[src/rtl/cache_arbiter_pkg.sv]
// Shared types for the cache-to-memory arbiter: FSM state encoding, grant
// identity, and the round-robin pick used when both caches want the line port.
package arbiter_types;

    typedef enum logic [1:0] {
        IDLE    = 2'd0,
        SERVE_I = 2'd1,
        SERVE_D = 2'd2
    } arb_state_t;

    typedef enum logic {
        GRANT_I = 1'b0,
        GRANT_D = 1'b1
    } grant_t;

    // Meaningful only when at least one requester is pending; a tie goes to
    // whichever side did not win last time.
    function automatic grant_t rr_pick(input logic   i_pend,
                                       input logic   d_pend,
                                       input grant_t last);
        if (i_pend && d_pend) begin
            return (last == GRANT_I) ? GRANT_D : GRANT_I;
        end
        return d_pend ? GRANT_D : GRANT_I;
    endfunction

endpackage

[src/rtl/cache_arbiter.sv]
// Shares the single memory line port between icache and dcache. One transaction
// at a time, round-robin on ties, one IDLE turnaround cycle between owners.
module cache_arbiter
    import arbiter_types::*;
#(
    parameter int ADDR_WIDTH = 32,
    parameter int LINE_WIDTH = 256
) (
    input  logic                  clk,
    input  logic                  reset,

    input  logic                  i_read,
    input  logic [ADDR_WIDTH-1:0] i_addr,
    output logic [LINE_WIDTH-1:0] i_rdata,
    output logic                  i_resp,

    input  logic                  d_read,
    input  logic                  d_write,
    input  logic [ADDR_WIDTH-1:0] d_addr,
    input  logic [LINE_WIDTH-1:0] d_wdata,
    output logic [LINE_WIDTH-1:0] d_rdata,
    output logic                  d_resp,

    output logic                  mem_read,
    output logic                  mem_write,
    output logic [ADDR_WIDTH-1:0] mem_addr,
    output logic [LINE_WIDTH-1:0] mem_wdata,
    input  logic [LINE_WIDTH-1:0] mem_rdata,
    input  logic                  mem_resp
);

    arb_state_t state_q, state_d;
    grant_t     last_grant_q, last_grant_d;

    logic i_pend;
    logic d_pend;

    assign i_pend = i_read;
    assign d_pend = d_read | d_write;

    // last_grant resets to D so the icache wins the very first tie.
    // NOTE: sequential state uses non-blocking assignments so every flop samples
    // pre-edge values regardless of process ordering.
    always_ff @(posedge clk or negedge reset) begin
        if (!reset) begin
            state_q      <= IDLE;
            last_grant_q <= GRANT_D;
        end else begin
            state_q      <= state_d;
            last_grant_q <= last_grant_d;
        end
    end

    always_comb begin
        state_d      = state_q;
        last_grant_d = last_grant_q;
        unique case (state_q)
            IDLE: begin
                if (i_pend || d_pend) begin
                    last_grant_d = rr_pick(i_pend, d_pend, last_grant_q);
                    state_d      = (last_grant_d == GRANT_I) ? SERVE_I : SERVE_D;
                end
            end
            // Completion always drops back to IDLE; that cycle is the turnaround.
            SERVE_I, SERVE_D: begin
                if (mem_resp) begin
                    state_d = IDLE;
                end
            end
            default: state_d = IDLE;
        endcase
    end

    // Outputs are decoded from the registered state only, so an asynchronous
    // reset clears the memory strobes immediately, without waiting for an edge.
    // NOTE: every output gets a default before the case so no latch is inferred.
    always_comb begin
        mem_read  = 1'b0;
        mem_write = 1'b0;
        mem_addr  = '0;
        mem_wdata = '0;
        i_resp    = 1'b0;
        d_resp    = 1'b0;
        i_rdata   = '0;
        d_rdata   = '0;
        unique case (state_q)
            SERVE_I: begin
                mem_read = i_read;
                mem_addr = i_addr;
                i_resp   = mem_resp;
                i_rdata  = mem_rdata;
            end
            SERVE_D: begin
                mem_read  = d_read;
                mem_write = d_write;
                mem_addr  = d_addr;
                mem_wdata = d_wdata;
                d_resp    = mem_resp;
                d_rdata   = mem_rdata;
            end
            default: ;
        endcase
    end

endmodule
[config.mk]
export PLATFORM = sky130hd
export DESIGN_NAME = cache_arbiter
export DESIGN_NICKNAME = d
export VERILOG_FILES = /design/src/rtl/cache_arbiter_pkg.sv /design/src/rtl/cache_arbiter.sv
export SDC_FILE = /design/constraint.sdc
export NUM_CORES = 1
export LEC_CHECK = 0
export ABC_CLOCK_PERIOD_IN_PS = 1500
export CAP_MARGIN = 30
export CORE_AREA = 2 2 533 535
export CTS_BUF_LIST = sky130_fd_sc_hd__clkbuf_8
export DETAILED_ROUTE_END_ITERATION = 12
export DIE_AREA = 0 0 535 537
export GPL_TIMING_DRIVEN = 0
export SLEW_MARGIN = 20
export SYNTH_ARGS = -nofsm -noshare
export SYNTH_HDL_FRONTEND = slang
export SYNTH_SLANG_ARGS = --single-unit
[constraint.sdc]
create_clock -name clk -period 1.5 [get_ports clk]
set_input_delay 0.3 -clock clk [delete_from_list [all_inputs] [get_ports clk]]
set_output_delay 0.3 -clock clk [all_outputs]
set_load 0.05 [all_outputs]
==> metrics.cfg <==
[status]
outcome = finished, violations left
violations = negative setup slack

[cts]
cts_hold_buf = 0
h-tree-depth = 1
clkSlewWorstSetupHoldPaths_ns = 0.04
numClockSinks = 3
insertion_delay_ns = 0.23
clock-root-buffer = clkbuf_8
cts_buffers = 3
clockBufferDepth = 2
cts_tree = yes

[drt]
vias = 14600
routed_wirelength_um = 223500
first_pass_iters = 5
drtIter0Drc = 894
routedWlPerCell_um = 36.11
vias_per_cell = 2.360
drtAntennaViolNets = 0
drc = 0

[global_route]
grt_pass1_vias = 14290
grt_max_degree = 13
grt_pass1_wl_um = 249100
globalRouteOverflowTotal = 0
grtUsageTotal_pct = 14.62
antenna_found_initial = 235

[placement]
placed_cells = 6114
gp_congestion = 1.017
dp_hpwl_um = 209800
dpl_cell_area_um2 = 28110
portBuffers = 1385

[cells_and_area]
final_util_pct = 10.36
seq_area_um2 = 76.32
fin_nets = 2960
finalNonFillerCells = 6188
multi_input_area_um2 = 7659
area_growth_pct = 385.4
drive_above_1_share_pct = 74.52
postLayoutCellArea_um2 = 29150
n_fill_cell = 32320

[sta]
period_share_pct = 150.5
worst_slew_pin_slew_ns = 0.8921
max_slew_margin_pct = 40.34
hold_slack_ns = 0.2759
maxSlewViolCount = 0
period_minus_slack_ns = 2.257
finalSetupViolCount = 804
hold_viol = 0
fin_skew_ns = 0.004041
setup_tns_ns = -513.15
rsz0062_at_grt = true
fmax_ghz = 0.4431
setup_ws_ns = -0.7568

[yosys]
syn_area_um2 = 6006
syn_inst = 954
yosysTopAreaCell = and2_1
synth_most_common_cell = and2_1
synth_fp_nets = 1539
synthTopCellsByArea = and2_1 80%, clkbuf_2 5.9%, a22oi_1 4.1%
synth_edf_count = 0
synth-seq-cells = 3
async_flop_share_pct = 100.0
ys.flop_type = dfrtp_1
avgSynthCellArea_um2 = 6.295
ys_warn_count = 0
ys_seq_area_share_pct = 1.271
synth_common_cells = 771 x and2_1, 71 x clkbuf_2, 33 x a22oi_1, 33 x nor2b_1
ys_types = 20
synth_top_area_share_pct = 80.31

[critical_path]
cp_slowest_stage_delay_ns = 0.41
cpMaxStageDelayCell = dfrtp_1
crit_top_cell = clkbuf_16
crit_type = reg2out
crit_family = buffers and inverters
worst-path-max-fanout = 11
crit_required_ns = 1.20
worstPathArrival_ns = 1.96
cp_num_buf_inv = 5
path_cells = inv_2, ha_4, buf_12, clkbuf_16, clkbuf_16, and2_4, buf_6
start_kind = flip-flop
endpoint_kind = primary output

[floorplanning]
core_um2 = 281300
floorplan.initialDensity_pct = 2.135
die_x_um = 535
die_y_um = 537
ios = 1386
num_rows = 195
die_area_um2 = 287300

[pwr]
power.net_switching_w = 0.03438
p_comb_share_pct = 99.3
power.leakage_nw = 11.97
internal_power_w = 0.02147
power.share.clock_pct = 0.4
ir_worst_vdd_mv = 1.255
seq_power_share_pct = 0.3
pwr_density_cell_nw_per_um2 = 1916
swShare_pct = 61.56

[flow_run]
maxCapViolCount = 0

[min_path]
hold_class = in2async

path summary, 6_finish.rpt:
kind | start | end | slack, ns | depth (start not counted)
worst max-delay path | state_q[1] | i_rdata[171] | -0.76 | 7
worst min-delay path | reset | state_q[1] | 0.28 | 1
worst max register to register | state_q[1] | state_q[1] | 0.03 | 5
worst min register to register | last_grant_q | last_grant_q | 0.56 | 2
max in group asynchronous | reset | last_grant_q | 1.00 | 1
min in group clk | last_grant_q | last_grant_q | 0.56 | 2
cell usage in the layout (no fill, tap or decap), types with 3 or more instances in the layout:
master,Yosys,layout
clkbuf_8,0,34
buf_2,5,125
buf_16,0,38
buf_12,0,74
a22oi_2,0,26
nor2b_4,0,33
clkbuf_16,0,20
buf_6,8,204
and2_4,0,728
a22oi_1,33,7
diode_2,0,71
clkdlybuf4s15_2,0,16
buf_8,1,126
and2_2,0,43
clkbuf_4,0,81
o21ai_0,3,3
buf_4,3,215
clkdlybuf4s50_1,0,581
state kept, by name (all words and copies together) (netlist names):
signal,count
last_grant_q,1
state_q,2
power groups by stage:
stage          clock network, W  logic (W)  registers [W]
2_1_floorplan                 0     0.0306       0.000149
3_3_place_gp                  0     0.0507       0.000156
3_5_place_dp                  0     0.0522       0.000157
4_1_cts                0.000240     0.0520       0.000159
5_1_grt                0.000245     0.0570       0.000171
6_report               0.000239     0.0554       0.000169
metal layers:
layer	vias to the layer above	track usage (%)	wire length (µm)
met1	6883	17.36	87170
met2	1403	24.14	101000
met4	80	5.019	10970
met3	426	5.323	23780
met5	-	0	592
li1	5812	-	-
stage by stage:
stage | setup WS [ns] | power (W)
2_1_floorplan | -0.1344 | 0.03079
3_3_place_gp | -2.009 | 0.05083
3_5_place_dp | -1.752 | 0.05233
4_1_cts | -0.8253 | 0.05243
5_1_grt | -0.8217 | 0.05739
6_report | -0.7568 | 0.05585
cell families (layout without fill, tap and decap cells):
group | after synthesis | count (layout) | synth area share, %
adder cells (fa/ha/maj) | 3 | 3 | 0.6251
AND/OR/NAND/NOR | 809 | 809 | 84.13
other | 0 | 71 | 0
AO/OA/AOI/OAI | 40 | 40 | 4.833
buffers and inverters | 99 | 1519 | 9.146
flip-flops | 3 | 3 | 1.271
what timing repair did:
action	CTS	global route
pin swaps	2	4
gates resized for setup	4098	1239
endpoints found under the hold margin	0	0
cloned	6	9
setup buffers	4	12
setup endpoints to repair	806	806
cell type report:
cell class	instances	share of cell area, %
clock inverters	1	0.01288
clock buffers	3	0.1416
multi-input cells	852	26.27
repair buffers	1416	51.32
diodes	71	0.6095
plain buffers	96	5.280
flip-flops and latches	3	0.2618
well taps	3743	16.07
inverters	3	0.03863
No activity file was read; power rests on OpenSTA's default activity.
